[config.mk]
export PLATFORM = sky130hd
export DESIGN_NAME = alu_req_arbiter
export DESIGN_NICKNAME = d
export VERILOG_FILES = /design/src/rtl/alu_pkg.sv /design/src/rtl/rr_arb2.sv /design/src/rtl/alu_req_arbiter.sv
export SDC_FILE = /design/constraint.sdc
export NUM_CORES = 1
export LEC_CHECK = 0
export BUFFER_PORTS_ARGS = -buffer_cell sky130_fd_sc_hd__buf_2
export CORE_MARGIN = 1
export CORE_UTILIZATION = 48
export CTS_CLUSTER_SIZE = 8
export DETAILED_ROUTE_END_ITERATION = 6
export PLACE_DENSITY = 0.88
export SLEW_MARGIN = 10
export SYNTH_ARGS = -nofsm -noshare
export SYNTH_HDL_FRONTEND = slang
export SYNTH_SLANG_ARGS = --single-unit
[constraint.sdc]
create_clock -name clk -period 4.3 [get_ports clk]
set_input_delay 0.645 -clock clk [delete_from_list [all_inputs] [get_ports clk]]
set_output_delay 0.645 -clock clk [all_outputs]
set_load 0.005 [all_outputs]
[src/rtl/alu_pkg.sv]
// Opcodes, result-unit codes and FSM encodings shared by the ALU request arbiter.
package alu_pkg;

    localparam logic [3:0] FUN_ADD  = 4'b0000;
    localparam logic [3:0] FUN_SUB  = 4'b0001;
    localparam logic [3:0] FUN_MUL  = 4'b0010;
    localparam logic [3:0] FUN_DIV  = 4'b0011;
    localparam logic [3:0] FUN_AND  = 4'b0100;
    localparam logic [3:0] FUN_OR   = 4'b0101;
    localparam logic [3:0] FUN_XOR  = 4'b0110;
    localparam logic [3:0] FUN_NOT  = 4'b0111;
    localparam logic [3:0] FUN_CMP  = 4'b1000;
    localparam logic [3:0] FUN_EQ   = 4'b1001;
    localparam logic [3:0] FUN_GT   = 4'b1010;
    localparam logic [3:0] FUN_LT   = 4'b1011;
    localparam logic [3:0] FUN_SRL  = 4'b1100;
    localparam logic [3:0] FUN_SLL  = 4'b1101;
    localparam logic [3:0] FUN_SRA  = 4'b1110;
    localparam logic [3:0] FUN_ROL  = 4'b1111;

    // Harmless compare with no side effects; parked on the ALU while idle after reset.
    localparam logic [3:0] FUN_NOP  = FUN_CMP;

    localparam logic [1:0] UNIT_ARITH = 2'b00;
    localparam logic [1:0] UNIT_LOGIC = 2'b01;
    localparam logic [1:0] UNIT_CMP   = 2'b10;
    localparam logic [1:0] UNIT_SHIFT = 2'b11;

    typedef enum logic [1:0] {
        ST_IDLE = 2'b00,
        ST_EXEC = 2'b01,
        ST_RESP = 2'b10
    } state_t;

    function automatic logic [1:0] unit_of(input logic [3:0] fun);
        return fun[3:2];
    endfunction

endpackage

[src/rtl/rr_arb2.sv]
// Two-way round-robin grant: the requester after rr_last wins a tie.
// Latency: combinational, zero cycles.
// Backpressure: none; grant is a pure function of valid and rr_last.
module rr_arb2 (
    input  logic [1:0] valid,
    input  logic       rr_last,
    output logic [1:0] grant,
    output logic       gnt_id,
    output logic       gnt_vld
);

    always_comb begin
        grant = 2'b00;
        if (rr_last) begin
            if (valid[0])      grant = 2'b01;
            else if (valid[1]) grant = 2'b10;
        end else begin
            if (valid[1])      grant = 2'b10;
            else if (valid[0]) grant = 2'b01;
        end
    end

    assign gnt_id  = grant[1];
    assign gnt_vld = |grant;

endmodule

[src/rtl/alu_req_arbiter.sv]
// Shares one ALU between two requesters with round-robin grant and a tagged response.
// Latency: accept to rsp_valid is ALU_LAT+2 cycles; divide-by-zero answers after one cycle.
// Backpressure: one op in flight; req_ready stays low until the response is taken.
module alu_req_arbiter
    import alu_pkg::*;
#(
    parameter int DW      = 16,
    parameter int ALU_LAT = 1
) (
    input  logic            clk,
    input  logic            rst,
    input  logic [1:0]      req_valid,
    output logic [1:0]      req_ready,
    input  logic [2*DW-1:0] req_a,
    input  logic [2*DW-1:0] req_b,
    input  logic [7:0]      req_fun,
    output logic [DW-1:0]   alu_a,
    output logic [DW-1:0]   alu_b,
    output logic [3:0]      alu_fun,
    input  logic [DW-1:0]   arith_out,
    input  logic [DW-1:0]   logic_out,
    input  logic [DW-1:0]   cmp_out,
    input  logic [DW-1:0]   shift_out,
    input  logic            arith_flag,
    input  logic            logic_flag,
    input  logic            cmp_flag,
    input  logic            shift_flag,
    output logic            rsp_valid,
    input  logic            rsp_ready,
    output logic            rsp_id,
    output logic [DW-1:0]   rsp_data,
    output logic            rsp_flag,
    output logic            rsp_err,
    output logic            busy
);

    localparam int CW = (ALU_LAT < 1) ? 1 : $clog2(ALU_LAT + 1);

    state_t          state;
    logic            rr_last;
    logic [CW-1:0]   cnt;

    logic [1:0]      grant;
    logic            gnt_id;
    logic            gnt_vld;
    logic [DW-1:0]   sel_a;
    logic [DW-1:0]   sel_b;
    logic [3:0]      sel_fun;
    logic            accept;
    logic            div_zero;
    logic [DW-1:0]   unit_dat;
    logic            unit_flg;

    rr_arb2 u_arb (
        .valid   (req_valid),
        .rr_last (rr_last),
        .grant   (grant),
        .gnt_id  (gnt_id),
        .gnt_vld (gnt_vld)
    );

    // Grant is only exposed in IDLE, so no accept can coincide with a response handshake.
    assign req_ready = (state == ST_IDLE && !rst) ? grant : 2'b00;
    assign accept    = (state == ST_IDLE) && gnt_vld;

    assign sel_a    = gnt_id ? req_a[2*DW-1:DW] : req_a[DW-1:0];
    assign sel_b    = gnt_id ? req_b[2*DW-1:DW] : req_b[DW-1:0];
    assign sel_fun  = gnt_id ? req_fun[7:4]     : req_fun[3:0];
    assign div_zero = (sel_fun == FUN_DIV) && (sel_b == '0);

    always_comb begin
        unit_dat = arith_out;
        unit_flg = arith_flag;
        case (unit_of(alu_fun))
            UNIT_ARITH: begin unit_dat = arith_out; unit_flg = arith_flag; end
            UNIT_LOGIC: begin unit_dat = logic_out; unit_flg = logic_flag; end
            UNIT_CMP:   begin unit_dat = cmp_out;   unit_flg = cmp_flag;   end
            UNIT_SHIFT: begin unit_dat = shift_out; unit_flg = shift_flag; end
            default:    begin unit_dat = arith_out; unit_flg = arith_flag; end
        endcase
    end

    always_ff @(posedge clk or posedge rst) begin
        if (rst) begin
            state     <= ST_IDLE;
            rr_last   <= 1'b1;
            cnt       <= '0;
            alu_a     <= '0;
            alu_b     <= '0;
            alu_fun   <= FUN_NOP;
            rsp_valid <= 1'b0;
            rsp_id    <= 1'b0;
            rsp_data  <= '0;
            rsp_flag  <= 1'b0;
            rsp_err   <= 1'b0;
        end else begin
            case (state)
                ST_IDLE: begin
                    if (accept) begin
                        rr_last <= gnt_id;
                        rsp_id  <= gnt_id;
                        if (div_zero) begin
                            // Rejected without touching the ALU; its inputs keep the last op.
                            state     <= ST_RESP;
                            rsp_valid <= 1'b1;
                            rsp_err   <= 1'b1;
                            rsp_data  <= '0;
                            rsp_flag  <= 1'b0;
                        end else begin
                            state   <= ST_EXEC;
                            alu_a   <= sel_a;
                            alu_b   <= sel_b;
                            alu_fun <= sel_fun;
                            cnt     <= CW'(ALU_LAT);
                        end
                    end
                end
                ST_EXEC: begin
                    if (cnt == '0) begin
                        state     <= ST_RESP;
                        rsp_valid <= 1'b1;
                        rsp_err   <= 1'b0;
                        rsp_data  <= unit_dat;
                        rsp_flag  <= unit_flg;
                    end else begin
                        cnt <= cnt - CW'(1);
                    end
                end
                ST_RESP: begin
                    if (rsp_ready) begin
                        state     <= ST_IDLE;
                        rsp_valid <= 1'b0;
                    end
                end
                default: state <= ST_IDLE;
            endcase
        end
    end

    assign busy = (state != ST_IDLE);

endmodule
Word level (Yosys, flattened, before mapping). Cells that the tools add are included. Widths: inputs -> output; s select.

Register bits after elaboration: 60. Input port bits: 145. Output and inout port bits: 59. Logic and storage cells: 76.

$add $sub $neg: 1. Equal/unequal tests: 11. Muxes and demuxes: 35. Bitwise operators: 1. Reduce and logical (&&, ||, !) cells: 17.

Operator list (count): $mux 16 (5); $pmux 16 s4 (1); $pmux 16 s2 (1); $mux 2 (9); $logic_not 16->1 (1); $mux 1 (12); $ne 2x2->1 const B (5); $reduce_and 3->1 (3); $eq 2x2->1 const B (3); $pmux 1 s2 (3); $pmux 2 s3 (1); $reduce_and 5->1 (1); $eq 2x1->1 const B (2); $eq 4x2->1 const B (1); $logic_not 2->1 (2); $mux 4 (1); $pmux 1 s4 (1); $reduce_and 4->1 (1); $reduce_bool 2->1 (2); $logic_and 1x1->1 (3); $pmux 1 s3 (1); $reduce_bool 3->1 (1); $reduce_and 2->1 (1); $reduce_or 2->1 (1); other kinds (3) (3).

Logic depth before layout (Yosys ltp).
Depth in word-level cells: 9. Mapped depth: 7. Mapped depth without buffers: 4.

By module. Synthesis repeated with hierarchy kept, for this count alone.

Cells, all modules: 278. Area, all modules: 3184.3 sq um.

By module, submodules not included: alu_req_arbiter (instances 1, cells an instance 273, area an instance 3151.8 sq um, seq. area each 1503.9 sq um); rr_arb2 (instances 1, cells an instance 5, area an instance 32.5 sq um, seq. area each 0.0 sq um).

Worst setup path before layout. Ideal clock, no wire load.

Path kind: input-to-output. From: input port rst. To: output port req_ready[1]. Data arrival time: 2.242 ns. Data required time: 3.655 ns. Slack: 1.413 ns. Cell stages on the path: 2. Path buffers: 0. Cells stage by stage: inv_1 and3_1.

Longest elaborated chain between the ends: 3.

RTL lines: from (decl) (line alu_req_arbiter.sv:11) `input logic rst,`; $logic_not 1->1 (no source line); $logic_and 1x1->1 (line alu_req_arbiter.sv:63) `assign req_ready = (state == ST_IDLE && !rst) ? grant : 2'b00;`; $mux 2 (line alu_req_arbiter.sv:63); to (decl) (line alu_req_arbiter.sv:13) `output logic [1:0] req_ready,`.

Every way passes these cells.

Final worst setup path.
From: register state[0]. To: register alu_b[15].

Longest elaborated chain between the ends: 3.

RTL lines: from (decl) (line alu_req_arbiter.sv:39) `state_t state;`; from (signal assigned) (line alu_req_arbiter.sv:85) `state <= ST_IDLE;`; from (signal assigned) (line alu_req_arbiter.sv:104) `state <= ST_RESP;`; from (signal assigned) (line alu_req_arbiter.sv:110) `state <= ST_EXEC;`; $logic_not 2->1 * (line alu_req_arbiter.sv:64, alu_req_arbiter.sv:97); $logic_and 1x1->1 (line alu_req_arbiter.sv:64) `assign accept = (state == ST_IDLE) && gnt_vld;`; $reduce_and 3->1 (no source line) *; to (signal assigned) (line alu_req_arbiter.sv:112) `alu_b <= sel_b;`; to (decl) (line alu_req_arbiter.sv:18) `output logic [DW-1:0] alu_b,`.

Every way passes the cells marked *; elsewhere a longest branch is shown, timed or not. A chain may end at the register's enable or synchronous reset.

==> impl_results.md <==
- Status: finished, final reports clean
- 1st-pass router iterations: 4
- Overflow after GRT: 0
- Cell total after placement: 549
- CP Data Arrival Time: 3.13 ns
- Routability-driven placement congestion ratio: 0.7475
- Syn. warnings: 0
- DRT iter0 DRCs: 89
- Input/output buffers: 203
- FF+latch count, synth: 60
- Crit Path Class: reg -> reg
- Core Region: 6982 um2
- Vias: 3081
- Slew HR: 24.37%
- Post-CTS Setup Inserts: 0
- IO Pins: 204
- Clock power share: 13.6%
- Final setup viols: 0
- Worst Skew: 0.01031 ns
- Asr flop ratio synth: 100.0%
- CTS sink cnt: 60
- Remaining DRCs: 0
- Final hold violations: 0
- Final Util: 68.58%
- Area Growth Syn to Fin: 34.94%
- Reg2Reg Capture Point: alu_b[15]
- Final Cell Area: 4788 um2
- Setup crit start kind: register
- Number of flops mapped to enable cells by yosys: 0
- Die Width: 87.98 um
- Hold Path End: alu_a[4]
- R2r startpoint: state[0]
- Slew @ Worst Pin: 1.134 ns
- Gr usage total: 25.56%
- Syn Std Cell Area: 3548 um2
- # rows: 30
- P per Cell Area: 645.2 nW/um2
- Syn nets: 409
- Chip Height: 87.98 um
- Share of power burned in registers: 37.6%
- Reg2Reg Depth: 5
- Total CTS buffers: 9
- Post-Synthesis Cells: 264
- Die ar.: 7740 um2
- Initial Utilization: 50.82%
- Syn avg cell area: 13.44 um2
- Hold Crit Class: reg -> reg
- Leading cell type in the layout, fill and taps excluded: buf_2
- Critical path peak fanout: 37
- Final period utilization: 68.18%
- Largest net degree at the start of global routing: 61
- RSZ-0062 raised after global routing: no
- Leakage: 2.313 nW
- Setup TNS: 0 ns
- Min Tclk post-route: 2.932 ns
- CTS tree: done
- Most frequent cells in the layout: buf_2, dfrtp_1, mux2_2, mux2_4, o21ai_0
- Required time of the critical path: 4.50 ns
- # diodes: 0
- Setup crit end kind: register
- Final std cells w/o fill: 563
- Sw Share: 35.42%
- Synth cell types: 38
- Max IR drop VDD: 0.0003463 V
- Cts repair resizes: 0
- DP Area: 4632 um2
- Layout cells sized above 1: 68.09%
- Fmax: 0.3411 GHz
- Routed wire length: 9.860 mm
- Initial antenna violation count: 0
- Hold Crit Start: alu_a[4]
- Number of global-route vias before repair: 3140
- Hold Buf Count CTS: 0
- Sequential share of the synthesized area: 42.38%
- Psw: 0.001094 W
- Combinational power share: 48.8%
- CTS root buf: clkbuf_8
- First-pass GRT wire length: 14.86 mm
- Vias per Instance: 5.472
- Worst-path clk slew: 0.07 ns
- # nets final: 609
- Average routed wire per standard cell: 17.51 um
- Hold WS: 0.5044 ns
- H-tree Lvls: 3
- DP Wirelength: 7.557 mm
- Clk_lat worst skew: 0.32 ns
- Hold depth: 1
- Int Power: 0.001995 W
- Max cap viols: 0
- Clk buf depth: 2
- Max Slew Vio Count: 0
- Dominant synthesized flop cell: dfrtp_1
- Post-route ant nets: 0
- R2R Setup Slk: 1.37 ns
[worst max-delay path by stage]
stage                        start           end  slack [ns]  cells after the start
after floorplan                rst  req_ready[1]        1.41                      2
after global placement    state[0]      alu_a[4]        1.45                      5
after detailed placement  state[0]     alu_b[15]        1.38                      5
after CTS                 state[0]     alu_b[15]        1.37                      5
after global routing      state[0]     alu_b[15]        1.16                      5
final                     state[0]     alu_b[15]        1.37                      5
[state kept, by name, indices dropped and copies added (netlist names)]
| signal | count |
|---|---|
| alu_b | 16 |
| rsp_id | 1 |
| rr_last | 1 |
| state | 2 |
| rsp_valid | 1 |
| alu_a | 16 |
| cnt | 1 |
| alu_fun | 4 |
| rsp_err | 1 |
| rsp_data | 16 |
| rsp_flag | 1 |
[per-layer routing]
layer / vias up / track usage [%] / share of wire (%)
li1: 1410 / - / -
met1: 1510 / 28.74 / 38
met2: 141 / 47.78 / 54
met3: 20 / 4.430 / 5.8
met4: 0 / 9.985 / 2.0
met5: - / 0 / 0
[Yosys cell counts (2+ instances only)]
master,number,area share (%)
dfrtp_1,58,41
mux2_2,43,14
mux2_4,29,12
o21ai_0,20,2.8
a22oi_1,18,3.8
nand2b_1,18,3.2
mux4_2,17,11
clkbuf_1,9,0.95
inv_1,6,0.63
buf_2,4,0.56
nor2_1,4,0.42
nor4_1,4,0.71
a21oi_1,3,0.42
buf_6,3,0.95
and4b_1,2,0.56
buf_1,2,0.21
dfstp_2,2,1.5
o22ai_1,2,0.35
[logic make-up (layout without fill, tap and decap cells)]
| family | count (synthesis) | after routing | synth area share [%] |
|---|---|---|---|
| DFF | 60 | 60 | 42.38 |
| buffers and inverters | 24 | 227 | 3.314 |
| and+or+nand+nor | 38 | 38 | 7.370 |
| AOI/OAI and AO/OA | 53 | 53 | 10.23 |
| muxes | 89 | 89 | 36.71 |
[final cells by class]
cell class | instances | area, um2
repair buffers | 207 | 1046
clock buffers | 11 | 141.4
fillers | 560 | 2193
inverters | 6 | 22.52
well taps | 96 | 120.1
multi-input cells | 180 | 1939
flip-flops and latches | 60 | 1504
clock inverters | 3 | 15.01
[critical path, stage by stage (launching register included)]
cell	delay, ns
dfrtp_1	0.66
nor2_1	0.56
o21ai_1	0.35
a221oi_4	0.26
buf_4	0.55
mux2_2	0.41
[metrics by stage]
| stage | setup slack [ns] | total power [W] |
|---|---|---|
| 2_1_floorplan | 1.413 | 0.002140 |
| 3_3_place_gp | 1.448 | 0.002606 |
| 3_5_place_dp | 1.382 | 0.002679 |
| 4_1_cts | 1.372 | 0.003115 |
| 5_1_grt | 1.158 | 0.003301 |
| 6_report | 1.368 | 0.003090 |
[power by group through the flow]
stage	Combinational (W)	Clock, W	Sequential (W)
after global routing	0.00164	0.000456	0.00120
after global placement	0.00146	0	0.00115
after detailed placement	0.00152	0	0.00116
after CTS	0.00152	0.000433	0.00116
after floorplan	0.00109	0	0.00105
final	0.00151	0.000420	0.00116
Power figures use the tool's default switching activity.
